<file path="config.mk">
export PLATFORM = sky130hd
export DESIGN_NAME = sensor_ctrl
export DESIGN_NICKNAME = d
export VERILOG_FILES = /design/src/rtl/sctrl_pkg.sv /design/src/rtl/sctrl_buf.sv /design/src/rtl/sensor_ctrl.sv
export SDC_FILE = /design/constraint.sdc
export NUM_CORES = 2
export LEC_CHECK = 0
export CELL_PAD_IN_SITES_DETAIL_PLACEMENT = 0
export CELL_PAD_IN_SITES_GLOBAL_PLACEMENT = 1
export CORE_MARGIN = 1
export CORE_UTILIZATION = 40
export DETAILED_ROUTE_END_ITERATION = 6
export PLACE_DENSITY = 0.61
export SYNTH_ARGS = -nofsm -noshare
export SYNTH_HDL_FRONTEND = slang
export SYNTH_SLANG_ARGS = --single-unit
</file>
<file path="constraint.sdc">
create_clock -name clk -period 157.7 [get_ports clk]
set_input_delay 39.425 -clock clk [delete_from_list [all_inputs] [get_ports clk]]
set_output_delay 39.425 -clock clk [all_outputs]
set_load 0.03 [all_outputs]
</file>
<file path="src/rtl/sctrl_pkg.sv">
// ============================================================================
// Module  : sctrl_pkg
// Brief   : Shared types and default sizing for the sensor controller slice.
// Revision: 1.0 - initial release
// ============================================================================
`default_nettype none

package sctrl_pkg;

  localparam int DEPTH_DEF  = 64;
  localparam int DATA_W_DEF = 32;

  typedef enum logic [1:0] {
    IDLE = 2'd0,
    REQ  = 2'd1,
    FULL = 2'd2
  } state_t;

endpackage

`default_nettype wire

</file>
<file path="src/rtl/sctrl_buf.sv">
// ============================================================================
// Module  : sctrl_buf
// Brief   : DEPTH x DATA_W sample store, one synchronous write port and one
//           asynchronous read port, asynchronously reset to zero.
// Revision: 1.0 - initial release
// ============================================================================
`default_nettype none

module sctrl_buf
  import sctrl_pkg::*;
#(
  parameter int DEPTH  = DEPTH_DEF,
  parameter int DATA_W = DATA_W_DEF,
  localparam int AW    = $clog2(DEPTH)
) (
  input  logic              clk,
  input  logic              rst,
  input  logic              wr_en,
  input  logic [AW-1:0]     wr_addr,
  input  logic [DATA_W-1:0] wr_data,
  input  logic [AW-1:0]     rd_addr,
  output logic [DATA_W-1:0] rd_data
);

  logic [DATA_W-1:0] mem [DEPTH];

  always_ff @(posedge clk or posedge rst) begin
    if (rst) begin
      for (int i = 0; i < DEPTH; i++) begin
        mem[i] <= '0;
      end
    end else if (wr_en) begin
      mem[wr_addr] <= wr_data;
    end
  end

  // Read sees the pre-edge contents, so a same-cycle write returns old data.
  assign rd_data = mem[rd_addr];

endmodule

`default_nettype wire

</file>
<file path="src/rtl/sensor_ctrl.sv">
// ============================================================================
// Module  : sensor_ctrl
// Brief   : Sensor sampling FSM and fill counter feeding the sample buffer;
//           raises a level interrupt when the buffer is full.
// Revision: 1.0 - initial release
// ============================================================================
`default_nettype none

module sensor_ctrl
  import sctrl_pkg::*;
#(
  parameter int DEPTH  = DEPTH_DEF,
  parameter int DATA_W = DATA_W_DEF,
  localparam int AW    = $clog2(DEPTH)
) (
  input  logic              clk,
  input  logic              rst,
  input  logic              sctrl_en,
  input  logic              sctrl_clear,
  input  logic [AW-1:0]     sctrl_addr,
  output logic [DATA_W-1:0] sctrl_out,
  output logic              sctrl_interrupt,
  input  logic              sensor_ready,
  input  logic [DATA_W-1:0] sensor_out,
  output logic              sensor_en
);

  localparam logic [AW-1:0] LAST = AW'(DEPTH - 1);

  state_t        state;
  logic [AW-1:0] count;
  logic          accept;
  logic          wr_en;

  assign accept = (state == REQ) && sensor_ready;
  // Clear beats a coincident acceptance: the sample is dropped.
  assign wr_en  = accept && !sctrl_clear;

  always_ff @(posedge clk or posedge rst) begin
    if (rst) begin
      state <= IDLE;
      count <= '0;
    end else if (sctrl_clear) begin
      state <= IDLE;
      count <= '0;
    end else begin
      case (state)
        IDLE: begin
          if (sctrl_en) begin
            state <= REQ;
          end
        end
        REQ: begin
          if (sensor_ready) begin
            // Count holds at the last index on the final write; no wrap.
            if (count == LAST) begin
              state <= FULL;
            end else begin
              count <= count + AW'(1);
              state <= sctrl_en ? REQ : IDLE;
            end
          end else if (!sctrl_en) begin
            state <= IDLE;
          end
        end
        FULL: begin
          state <= FULL;
        end
        default: begin
          state <= IDLE;
        end
      endcase
    end
  end

  assign sensor_en       = (state == REQ);
  assign sctrl_interrupt = (state == FULL);

  sctrl_buf #(
    .DEPTH  (DEPTH),
    .DATA_W (DATA_W)
  ) u_buf (
    .clk     (clk),
    .rst     (rst),
    .wr_en   (wr_en),
    .wr_addr (count),
    .wr_data (sensor_out),
    .rd_addr (sctrl_addr),
    .rd_data (sctrl_out)
  );

endmodule

`default_nettype wire

</file>
## Yosys cells after proc, flatten, opt, wreduce, memory -nomap -nowiden

Index checks and enable logic that the tools add are counted.

- Input port bits: 43
- Bits in registers: 2,056

- Bitwise logic cells: 2
- Multiplexer cells: 17
- Order comparisons: 3
- Reduce and logical (&&, ||, !) cells: 9
- Add/sub/neg operators: 1
- Equal/unequal tests: 6

Operator list:

| cell | number |
|---|---|
| 2048-bit bitwise mux | 1 |
| 32-bit binary-select mux with 6-bit select | 1 |
| 32-bit demux with 6-bit select | 1 |
| 32-bit 2-to-1 mux | 3 |
| 6-bit 2-to-1 mux | 4 |
| 7-bit greater-or-equal comparator (second input constant) | 2 |
| 6-bit NOT with 7-bit output | 2 |
| 2-bit 2-to-1 mux | 5 |
| 7-bit by 1-bit less-than comparator with 1-bit output (second input constant) | 1 |
| 6-bit by 1-bit adder with 6-bit output (second input constant) | 1 |
| 6-bit equality test (second input constant) | 1 |
| 2-bit case mux with 3 select lines | 1 |
| 4-bit != test (second input constant) | 1 |
| 2-bit nonzero test | 2 |
| 1-bit logical AND | 3 |
| 3-bit != test (second input constant) | 1 |
| 3-bit AND reduction | 1 |
| 2-bit by 1-bit equality test with 1-bit output (second input constant) | 1 |
| 2-bit equality test (second input constant) | 1 |
| 2-bit logical NOT | 1 |
| 2-bit != test (second input constant) | 1 |
| 2-bit AND reduction | 1 |
| 1-bit logical NOT | 1 |
| 1-bit 2-to-1 mux | 1 |

## Logic depth before layout (Yosys ltp)

- Word-level depth: 6
- Gate-level depth with buffers: 10
- Gate-level depth less buffers: 6

## Hierarchy

Synthesis repeated with hierarchy kept, for this count alone.

- Cells, all modules: 5,708
- Area total of the unflattened synthesis: 93,203.1 µm²

By module, submodules not included:

| module | area each (µm²) | instances | cells an instance |
|---|---|---|---|
| sctrl_buf | 92,703.9 | 1 | 5,659 |
| sensor_ctrl | 499.2 | 1 | 49 |

## Worst setup path after synthesis

No wires, ideal clock.

- Kind: input port to output port
- Start: input sctrl_addr[0]
- End: output sctrl_out[26]
- Setup slack: 76.821 ns
- Data arrival time: 41.454 ns
- Required time: 118.275 ns
- Buffers on the path: 5
- Stages on the path: 9
- Cell sequence: buf_4 buf_4 buf_4 buf_4 buf_4 nor3_1 nor3_1 a22oi_1 a221oi_1

- Longest elaborated chain between the ends: 4

Ends and longest elaborated chain:

| item | RTL line | source |
|---|---|---|
| start: declaration | sensor_ctrl.sv:20 | `input logic [AW-1:0] sctrl_addr,` |
| 6-bit NOT with 7-bit output (implied by the code) | sctrl_buf.sv:38 | `assign rd_data = mem[rd_addr];` |
| 32-bit binary-select mux with 6-bit select | sctrl_buf.sv:38 |  |
| 32-bit 2-to-1 mux (implied by the code) (2 in series) | sctrl_buf.sv:38 |  |
| end: declaration | sensor_ctrl.sv:21 | `output logic [DATA_W-1:0] sctrl_out,` |

Every way passes these cells. The select of a mux whose other input is x is not followed.

## Final worst setup path

- Start: input sctrl_addr[0]
- End: output sctrl_out[28]

The elaborated chain is that of the path after synthesis.

==> metrics.cfg <==
[run_status]
status = completed

[synthesis]
synth.distinct_cells = 57
yosys_warnings = 0
ys_async_sr_fraction_pct = 100.0
synthTopCellsByCount = mux2_2 (2068), dfrtp_1 (2056), mux4_2 (497), clkbuf_1 (261), buf_2 (245)
synth_largest_area_cell = dfrtp_1
synth_edf_count = 0
ys_seq_area_share_pct = 55.30
synth_most_common_cell = mux2_2
synth.area.top_cells = dfrtp_1 (55%), mux2_2 (25%), mux4_2 (12%), buf_2 (1.3%), clkbuf_1 (1.1%)
ys.flop_type = dfrtp_1
synth_area_sq_um = 93030
ys_ff_latch = 2056
avgSynthCellArea_sq_um = 15.84
synth_nets = 5918
synth_top_area_share_pct = 55.30
synthCells = 5874

[cells_and_area]
multi_input_area_sq_um = 39170
register_area_sq_um = 51450
fin_nets = 5771
syn2layout_area_growth_pct = 11.37
fillCellCount = 20140
stdcell_area_sq_um = 103600
drive_gt1_share_pct = 53.98
instances_no_fill = 8937

[global_route]
use_met3_pct = 3.671
use_met1_pct = 34.90
gr-total-overflow = 0
grt_usage_pct = 24.45
grt_pass1_wl_microns = 416000
grt_max_degree = 172
grt_pass1_vias = 56140
antenna_found_initial = 12
met2_usage_pct = 38.85
grt-busiest-layer = met2

[cts]
cts_inserted_buffers = 223
clock_latency_ns = 0.85
cts_tree = built
clkTransAtPathRegs_ns = 0.06
ctsResizeCount = 0
cts_sinks = 2056
holdBufCountCts = 0
root_buffer = clkbuf_16
htreeDepth = 4
cts_setup_buffers = 0
clock_path_buffers = 3

[detailed_routing]
drt-total-wl_microns = 284100
vias = 52820
ant_nets = 0
drc_errors = 0
drtIter0Drc = 3761
via_per_inst = 5.910
wire_per_inst_microns = 31.79
dr.pass1.iters = 5

[critical_path]
path_class = in2out
critPathRequiredTime_ns = 118.28
cp-start-kind = input port
crit_fanout = 102
r2r_slack_ns = 154.05
critPathArrivalTime_ns = 45.08
critPathCaptureType = primary output

[floorplan]
rows = 176
pin_count = 77
coreArea_sq_um = 230600
start_util_pct = 40.35
die_width_microns = 484.3
die_y_microns = 484.3
dieArea_sq_um = 234500

[run]
maxCapViolations = 0

[timing]
finalHoldViolations = 0
fin_setup_tns_ns = 0
finalSetupViolCount = 0
finClkSkew_ns = 0.03140
rsz0062_at_grt = no
min_period_over_period_pct = 53.59
hold_ws_ns = 0.4858
relSlewSlack_pct = 14.60
slew_viol_final = 0
tightest_slew_ns = 1.281
worst_slack_ns = 73.19
max_freq_mhz = 11.83
period_needed_ns = 84.51

[placed_design]
hpwl_microns = 158200
place.gp.congestion = 0.7830
port_buffers = 76
place_area_sq_um = 96330
dp.cells = 8527
post-place-ws_ns = 72.99

[hold_path]
min_path_type = reg2reg

[pwr]
power_density_nw_per_um2 = 10.73
leakagePower_uw = 0.04998
vdd.ir_drop.worst_mv = 0.01029

[final cells by class]
| cell class | instances | area share (%) |
|---|---|---|
| clock buffers | 360 | 6.626 |
| flip-flops and latches | 2056 | 49.66 |
| inverters | 2 | 0.01449 |
| diodes | 3 | 0.007246 |
| well taps | 3026 | 3.654 |
| clock inverters | 46 | 0.3804 |
| repair buffers | 237 | 1.855 |
| multi-input cells | 3207 | 37.81 |
[critical path: stages]
cell	delay, ns
buf_8	0.55
buf_4	0.74
buf_4	0.69
buf_12	0.69
mux2_2	0.29
o22ai_1	0.08
o31ai_1	0.40
o21ai_0	0.22
nor3_1	1.02
clkdlybuf4s50_1	0.85
[worst paths after layout]
path | startpoint | end | cells past startpoint
max in group asynchronous | rst | u_buf.mem[139]$_DFFE_PP0P_ | 8
min in group asynchronous | rst | u_buf.mem[1783]$_DFFE_PP0P_ | 2
min | u_buf.mem[1132]$_DFFE_PP0P_ | u_buf.mem[1132]$_DFFE_PP0P_ | 1
max | sctrl_addr[0] | sctrl_out[28] | 10
max reg2reg | count[5]$_DFFE_PP0P_ | u_buf.mem[1636]$_DFFE_PP0P_ | 5
min reg2reg | u_buf.mem[1132]$_DFFE_PP0P_ | u_buf.mem[1132]$_DFFE_PP0P_ | 1
[report_power, final]
part | total, uW | leakage [uW] | switching [uW] | internal (uW)
Combinational | 61.6 | 0.0177 | 45.2 | 16.3
Clock | 518 | 0.00358 | 219 | 299
Sequential | 533 | 0.0287 | 1.81 | 531
[per-stage QoR]
stage | utilization, % | power, uW
floorplan | - | 582.1
CTS | 44.93 | 1125
global route | 44.94 | 1150
detailed placement | 41.78 | 605.2
finish | 44.94 | 1112
global placement | 41.78 | 604.7
[flip-flops by register name, indices dropped and copies added, names as in the netlist]
register	flops
u_buf.mem	2048
state	2
count	6
[placed cells by master, fill, tap and decap left out, types with 19 or more instances in the layout]
cell,n
mux2_2,2068
dfrtp_1,2056
mux4_2,497
clkbuf_16,231
buf_4,154
o22ai_1,77
clkbuf_1,69
a22oi_1,60
clkbuf_8,60
mux2i_1,59
nor2_1,47
nor3_1,46
clkdlybuf4s50_1,40
nor2_4,35
clkinv_2,33
buf_2,32
a22o_1,28
nand3_1,23
a21oi_1,22
nand2_2,21
nand2_1,19
[cells by family (layout without fill, tap and decap cells)]
| family | after synthesis | count (layout) | share of synthesized area (%) |
|---|---|---|---|
| multiplexers | 2642 | 2642 | 37.91 |
| other | 0 | 3 | 0 |
| adder cells (fa/ha/maj) | 1 | 1 | 0.01345 |
| buffers and inverters | 611 | 645 | 3.053 |
| flip-flops | 2056 | 2056 | 55.30 |
| XOR/XNOR | 4 | 4 | 0.03766 |
| AO/OA/AOI/OAI | 282 | 282 | 2.181 |
| AND/OR/NAND/NOR | 278 | 278 | 1.498 |
[per-layer routing]
metal	vias to the layer above	wire length, microns
li1	21650	-
met1	29660	129900
met2	1165	134200
met3	338	13010
met4	2	6992
met5	-	13
(Power assumes the default switching activity.)
